--- config.mk ---
export PLATFORM = sky130hd
export DESIGN_NAME = framebuffer_capture
export DESIGN_NICKNAME = d
export VERILOG_FILES = /design/src/rtl/capture_pkg.sv /design/src/rtl/rgb332_packer.sv /design/src/rtl/framebuffer_capture.sv
export SDC_FILE = /design/constraint.sdc
export NUM_CORES = 1
export LEC_CHECK = 0
export BUFFER_PORTS_ARGS = -buffer_cell sky130_fd_sc_hd__buf_2
export CAP_MARGIN = 20
export CORE_UTILIZATION = 53
export CTS_CLUSTER_SIZE = 8
export DETAILED_ROUTE_END_ITERATION = 16
export GPL_ROUTABILITY_DRIVEN = 0
export PLACE_DENSITY = 0.89
export SLEW_MARGIN = 20
export SYNTH_ARGS = -nofsm -noshare
export SYNTH_HDL_FRONTEND = slang
export SYNTH_SLANG_ARGS = --single-unit
--- constraint.sdc ---
create_clock -name clk -period 3.31 [get_ports clk]
set_clock_uncertainty 0.05 [all_clocks]
set_input_delay 0.331 -clock clk [delete_from_list [all_inputs] [get_ports clk]]
set_output_delay 0.331 -clock clk [all_outputs]
set_load 0.005 [all_outputs]
--- src/rtl/capture_pkg.sv ---
// capture_pkg: shared FSM state type, default address width and RGB332 helpers
// for the frame capture writer (bayer table and saturating add serve the dither build).
package capture_pkg;

  localparam int CAP_AW = 17;

  typedef enum logic [1:0] {
    IDLE,
    ARMED,
    CAPTURE
  } cap_state_t;

  // 2x2 ordered dither offsets, indexed by k = {v[0], h[0]}:
  // k0->0, k1->2, k2->3, k3->1
  localparam logic [7:0] BAYER_M = {2'd1, 2'd3, 2'd2, 2'd0};

  function automatic logic [1:0] bayer_m(
    input logic [1:0] k
  );
    return BAYER_M[{k, 1'b0} +: 2];
  endfunction

  function automatic logic [7:0] sat_add(
    input logic [7:0] a,
    input logic [7:0] d
  );
    logic [8:0] s;
    s = {1'b0, a} + {1'b0, d};
    return s[8] ? 8'hFF : s[7:0];
  endfunction

  function automatic logic [7:0] pack_rgb332(
    input logic [7:0] r,
    input logic [7:0] g,
    input logic [7:0] b
  );
    return {r[7:5], g[7:5], b[7:6]};
  endfunction

endpackage

--- src/rtl/rgb332_packer.sv ---
// rgb332_packer: registered RGB888 -> RGB332, 1-clk latency (clk, reset, r/g/b in,
// rgb332 out; bayer_k = {v[0],h[0]} only when CAPTURE_DITHER_EN is defined).
module rgb332_packer
  import capture_pkg::*;
(
  input  logic       clk,
  input  logic       reset,
  input  logic [7:0] r,
  input  logic [7:0] g,
  input  logic [7:0] b,
`ifdef CAPTURE_DITHER_EN
  input  logic [1:0] bayer_k,
`endif
  output logic [7:0] rgb332
);

  logic [7:0] r_d;
  logic [7:0] g_d;
  logic [7:0] b_d;

`ifdef CAPTURE_DITHER_EN
  logic [1:0] m;

  // offset is scaled to one LSB of the kept field:
  // 3-bit r/g fields step by 32 (m*8), 2-bit b by 64 (m*16)
  always_comb begin
    m   = bayer_m(bayer_k);
    r_d = sat_add(r, {3'd0, m, 3'd0});
    g_d = sat_add(g, {3'd0, m, 3'd0});
    b_d = sat_add(b, {2'd0, m, 4'd0});
  end
`else
  always_comb begin
    r_d = r;
    g_d = g;
    b_d = b;
  end
`endif

  always_ff @(posedge clk) begin
    if (reset) begin
      rgb332 <= '0;
    end else begin
      rgb332 <= pack_rgb332(r_d, g_d, b_d);
    end
  end

endmodule

--- src/rtl/framebuffer_capture.sv ---
// framebuffer_capture: grabs one full frame of RGB888 video on capture_req and
// emits a linear RGB332 write stream (wr_en/wr_addr/wr_data) into a 2**AW x 8 RAM.
// Inputs: clk, reset, ce_pix, h/v counters, visible/front-porch geometry, r/g/b,
// capture_req. Outputs: wr_en, wr_addr, wr_data, busy, done (pulse), overflow (sticky).
// Optional CAPTURE_DITHER_EN enables 2x2 ordered dither in the packer.
module framebuffer_capture
  import capture_pkg::*;
#(
  parameter int AW = CAP_AW
) (
  input  logic          clk,
  input  logic          reset,
  input  logic          ce_pix,
  input  logic [9:0]    h_count,
  input  logic [9:0]    v_count,
  input  logic [9:0]    h_visible_dots,
  input  logic [9:0]    v_visible_lines,
  input  logic [5:0]    h_front_porch_dots,
  input  logic [5:0]    v_front_porch_lines,
  input  logic [7:0]    r,
  input  logic [7:0]    g,
  input  logic [7:0]    b,
  input  logic          capture_req,
  output logic          wr_en,
  output logic [AW-1:0] wr_addr,
  output logic [7:0]    wr_data,
  output logic          busy,
  output logic          done,
  output logic          overflow
);

  cap_state_t  state;
  // one bit wider than the address: idx[AW] means DEPTH reached
  logic [AW:0] idx;

  logic [9:0] h_sync_pos;
  logic [9:0] v_sync_pos;
  logic       visible;
  logic       frame_sync;
  logic       last_px;

  always_comb begin
    h_sync_pos = h_visible_dots + {4'd0, h_front_porch_dots};
    v_sync_pos = v_visible_lines + {4'd0, v_front_porch_lines};
    visible    = ce_pix
              && (h_count < h_visible_dots)
              && (v_count < v_visible_lines);
    frame_sync = ce_pix
              && (h_count == h_sync_pos)
              && (v_count == v_sync_pos);
    last_px    = visible
              && (h_count == h_visible_dots - 10'd1)
              && (v_count == v_visible_lines - 10'd1);
  end

  // data path runs every clk; its 1-clk latency lines up
  // with the registered strobe/address below
  rgb332_packer u_pack (
    .clk     (clk),
    .reset   (reset),
    .r       (r),
    .g       (g),
    .b       (b),
`ifdef CAPTURE_DITHER_EN
    .bayer_k ({v_count[0], h_count[0]}),
`endif
    .rgb332  (wr_data)
  );

  always_ff @(posedge clk) begin
    if (reset) begin
      state    <= IDLE;
      idx      <= '0;
      wr_en    <= 1'b0;
      wr_addr  <= '0;
      busy     <= 1'b0;
      done     <= 1'b0;
      overflow <= 1'b0;
    end else begin
      wr_en <= 1'b0;
      done  <= 1'b0;
      case (state)
        IDLE: begin
          if (capture_req) begin
            state    <= ARMED;
            busy     <= 1'b1;
            idx      <= '0;
            overflow <= 1'b0;
          end
        end
        ARMED: begin
          // wait for blanking so a partial frame is never taken
          if (frame_sync) begin
            state <= CAPTURE;
          end
        end
        CAPTURE: begin
          if (visible) begin
            if (!idx[AW]) begin
              wr_en   <= 1'b1;
              wr_addr <= idx[AW-1:0];
              idx     <= idx + 1'b1;
            end else begin
              overflow <= 1'b1;
            end
          end
          if (last_px) begin
            state <= IDLE;
            busy  <= 1'b0;
            done  <= 1'b1;
          end
        end
        default: begin
          state <= IDLE;
          busy  <= 1'b0;
        end
      endcase
    end
  end

endmodule

==> qor.log <==
[layout] final non-filler cell area 4590 µm²
[timing] unrepaired setup endpoints after global routing false
[layout] area delta synth->final 17.0%
[worst_setup_path] R2R cell count 7
[worst_setup_path] data arrival time at the worst-slack endpoint 2.80 ns
[hold_path] number of cells on the worst hold path 2
[power] total power consumption of the routed design 1.46 mW
[synthesis] most frequent cell after synthesis sky130_fd_sc_hd__dfxtp_1
[worst_setup_path] CP Class primary input to flip-flop
[floorplan] die height 88 µm
[hold_path] HP Start g[5]
[drt] Residual DRC 0
[floorplan] Site Rows 30
[layout] register area 981 µm²
[power] Leakage Power 1.96 nW
[cts] CTS sink count 49
[cts] clock buffer count from CTS 5
[timing] worst max-slew margin expressed relative to the limit 60.4%
[synthesis] synthesized-area fraction occupied by ao, oa, aoi and oai cells 19.7%
[drt] antenna-violating nets left 0
[layout] Core Util, Final 65.7%
[hold_path] Hold EP u_pack.rgb332[2]$_SDFF_PP0_
[global_route] total track usage 26.3%
[power] power per unit of standard cell area 319 nW/µm²
[cts] clock tree from TritonCTS done
[synthesis] cell type contributing the most total cell area after synthesis sky130_fd_sc_hd__dfxtp_1
[layout] footprint of the multi-input gates 2730 µm²
[global_route] GRT overflow 0
[global_route] number of antenna violations at the first check in global routing 0
[worst_setup_path] launch instance of the worst register-to-register path idx[2]$_SDFFE_PP0P_
[cts] quantity of hold-fixing buffers added after cts 0
[drt] detailed-router iteration count before antenna repair 5
[cts] number of gates resized after cts 0
[synthesis] basic-gate share of the synthesized area counting and, or, nand and nor cells 26.5%
[power] sequential share of power 41.4%
[synthesis] Yosys reg bits 49
[synthesis] synthesized area per cell 7.95 µm²
[layout] Antenna diodes 0
[synthesis] adder-cell area share of the yosys netlist 12.2%
[timing] slew at the pin closest to its max-slew limit 0.588 ns
[synthesis] dominant combinational cell family by area after synthesis simple AND/OR/NAND/NOR gates
[worst_setup_path] biggest cell delay along the critical path 0.50 ns
[worst_setup_path] cell family with the largest share of critical-path delay compound AO/OA/AOI/OAI gates
[run_status] status complete, no violations
[global_route] number of global-route vias before repair 3718
[timing] fin. max-slew vios 0
[hold_path] worst min-delay path class primary input to flip-flop
[power] part of the power in combinational logic 28.6%
[synthesis] area of the mapped netlist 3920 µm²
[floorplan] core outline area 6980 µm²
[synthesis] warnings from Yosys 0
[floorplan] die area 7740 µm²
[timing] Hold Violations, Final 0
[worst_setup_path] end of the worst register-to-register path idx[15]$_SDFFE_PP0P_
[worst_setup_path] element type at the critical path end flip-flop
[cts] maximum number of buffers from clock root to sink 2
[floorplan] io pins 109
[synthesis] post-synthesis instance total 493
[layout] count of fill cells added during filler insertion 590
[floorplan] DIE WIDTH 88 µm
[timing] setup violation total in the final timing report 0
[timing] crit share post-route 78.7%
[layout] fin nets 694
[worst_setup_path] critical-path cell list buf_2, ha_1, a21oi_1, o2111ai_2, a21oi_2, xor2_1, or4_4, a2111oi_4, a32o_1
[power] clock network fraction of total power 30.0%
[worst_setup_path] critical path's slowest cell sky130_fd_sc_hd__or4_4
[power] peak ir drop on the vdd network 169 µV
[timing] maximum frequency from static timing analysis 384 MHz
[drt] detailed-route wire length 9.77 mm
[cts] Root Buffer sky130_fd_sc_hd__clkbuf_8
[cts] Clk pin slew, worst setup/hold paths 0.09 ns
[job] # Max-Cap Violations 0
[power] switching power 437 µW
[synthesis] Async S/R FF share, synth 0%
[placement] post-detailed-placement half-perimeter wirelength 7.78 mm
[cts] CTS H-tree depth 2
[synthesis] count of flip-flops with a built-in enable after synthesis 0
[drt] drt wl/cell 14.5 µm
[synthesis] list of most frequent post-synthesis cells 49 x sky130_fd_sc_hd__dfxtp_1, 47 x sky130_fd_sc_hd__nand2_1, 42 x sky130_fd_sc_hd__a21oi_1, 35 x sky130_fd_sc_hd__ha_1
[floorplan] Initial Utilization 56.1%
[synthesis] leading post-synthesis cells by cell area sky130_fd_sc_hd__dfxtp_1 25%, sky130_fd_sc_hd__ha_1 11%, sky130_fd_sc_hd__xnor2_1 6.3%
[worst_setup_path] number of buffers and inverters on the critical path 1
[cts] Setup Fix Bufs, Post-CTS 0
[synthesis] net count after synthesis 610
[worst_setup_path] required time at the worst-slack endpoint 3.51 ns
[worst_setup_path] Max FO, Critical Path 5
[synthesis] sequential fraction of the synthesis area 25.0%
[synthesis] main flop type after synthesis sky130_fd_sc_hd__dfxtp_1
[drt] routed vias/inst 5.93
[synthesis] share of synthesized area spent on multiplexers 1.05%
[drt] iteration-0 DRC count of the detailed router 257
[worst_setup_path] worst reg-to-reg setup slack 1.10 ns
[placement] Area after DPL 4470 µm²
[synthesis] top cell type's share of synthesized area 25.0%
[worst_setup_path] kind of launch point of the worst setup path primary input
[placement] number of buffers inserted by port buffering 92
[power] cell-internal power 1.03 mW
[timing] Final TNS setup 0 ns
[global_route] global-route wire length before repair 16.2 mm
[timing] final hold slack 0.184 ns
[cts] clock latency on the worst-skew pair 0.31 ns
[global_route] maximum number of pins on one net before global-route repair 36
[timing] shortest clock period the worst path allows after layout 2.60 ns
[synthesis] Synth cell types 61
[layout] fraction of layout instances using a drive strength above 1 20.1%
[drt] detailed-route via count 3999
[synthesis] xor/xnor share of the synthesized area 10.1%
[power] net switching fraction of the power 29.8%
## sequential cells by signal, summed over array words and instances (netlist names)
| signal | flops |
|---|---|
| idx | 18 |
| wr_addr | 17 |
| u_pack.rgb332 | 8 |
| state | 2 |
| busy | 1 |
| done | 1 |
| overflow | 1 |
| wr_en | 1 |
## logic make-up (layout without fill, tap and decap cells)
family	count (synthesis)	in the layout
AO/OA/AOI/OAI	110	110
adder cells (fa/ha/maj)	37	37
XOR/XNOR	45	45
flip-flops	49	49
buffers and inverters	55	140
AND/OR/NAND/NOR	193	193
multiplexers	4	4
## metrics by stage
stage               std cells  setup WS, ns
floorplan                 493         0.782
global placement          666         0.364
detailed placement        666         0.389
CTS                       674         0.696
global route              674         0.523
finish                    674         0.706
## layout make-up
class                      instances  area share [%]
clock buffer                       7            1.88
sequential                        49            21.4
clock inverter                     1           0.654
timing repair buffer              98            11.3
tap                               96            2.62
multi-input combinational        389            59.4
inverter                          34            2.78
## cell usage in the layout, fill, tap and decap left out, types with 3 or more instances in the layout
master / count
sky130_fd_sc_hd__dfxtp_1: 49
sky130_fd_sc_hd__xor2_1: 17
sky130_fd_sc_hd__o21a_1: 6
sky130_fd_sc_hd__clkbuf_8: 6
sky130_fd_sc_hd__a211o_1: 3
sky130_fd_sc_hd__or3_1: 5
sky130_fd_sc_hd__ha_1: 35
sky130_fd_sc_hd__buf_4: 5
sky130_fd_sc_hd__a21oi_1: 42
sky130_fd_sc_hd__xnor2_1: 28
sky130_fd_sc_hd__a211oi_1: 3
sky130_fd_sc_hd__nand2_1: 47
sky130_fd_sc_hd__or4_1: 16
sky130_fd_sc_hd__nor4_1: 5
sky130_fd_sc_hd__nor3_1: 20
sky130_fd_sc_hd__nor2_1: 19
sky130_fd_sc_hd__nor2b_1: 12
sky130_fd_sc_hd__o211ai_1: 5
sky130_fd_sc_hd__nor3b_1: 5
sky130_fd_sc_hd__inv_1: 34
sky130_fd_sc_hd__and3_1: 5
sky130_fd_sc_hd__o21ai_0: 11
sky130_fd_sc_hd__nand3_1: 34
sky130_fd_sc_hd__mux2i_1: 3
sky130_fd_sc_hd__nand4_1: 5
sky130_fd_sc_hd__nand2b_1: 6
sky130_fd_sc_hd__o31ai_1: 11
sky130_fd_sc_hd__buf_2: 92
## how the worst max path moves through the flow
stage / endpoint / depth (start not counted) / from / slack (ns)
global placement: idx[6]$_SDFFE_PP0P_ / 11 / h_visible_dots[1] / 0.36
floorplan: state[1]$_SDFFE_PP0P_ / 10 / h_visible_dots[0] / 0.78
finish: state[1]$_SDFFE_PP0P_ / 9 / h_visible_dots[1] / 0.71
CTS: idx[6]$_SDFFE_PP0P_ / 11 / h_visible_dots[1] / 0.70
global route: idx[6]$_SDFFE_PP0P_ / 11 / h_visible_dots[1] / 0.52
detailed placement: idx[6]$_SDFFE_PP0P_ / 11 / h_visible_dots[1] / 0.39
## worst register-to-register path, stage by stage, from the launching register on
cell                      delay, ns
sky130_fd_sc_hd__dfxtp_1       0.43
sky130_fd_sc_hd__and4_1        0.26
sky130_fd_sc_hd__and3_1        0.22
sky130_fd_sc_hd__and3_1        0.25
sky130_fd_sc_hd__and4_1        0.27
sky130_fd_sc_hd__nand3_1       0.10
sky130_fd_sc_hd__or4_1         0.41
sky130_fd_sc_hd__a21oi_1       0.15
## power groups by stage
| stage | clock (mW) | combinational [mW] | sequential [mW] |
|---|---|---|---|
| 3_3_place_gp | 0 | 0.392 | 0.619 |
| 5_1_grt | 0.469 | 0.460 | 0.608 |
| 6_report | 0.439 | 0.419 | 0.606 |
| 3_5_place_dp | 0 | 0.410 | 0.620 |
| 4_1_cts | 0.442 | 0.414 | 0.606 |
| 2_1_floorplan | 0 | 0.276 | 0.618 |
## metal layers
metal  GRT usage, %  share of wire, %
met5              0                 0
met4           7.45               1.8
met3           4.15               6.7
met2           45.8                47
met1           33.4                44
Power figures use the tool's default switching activity.
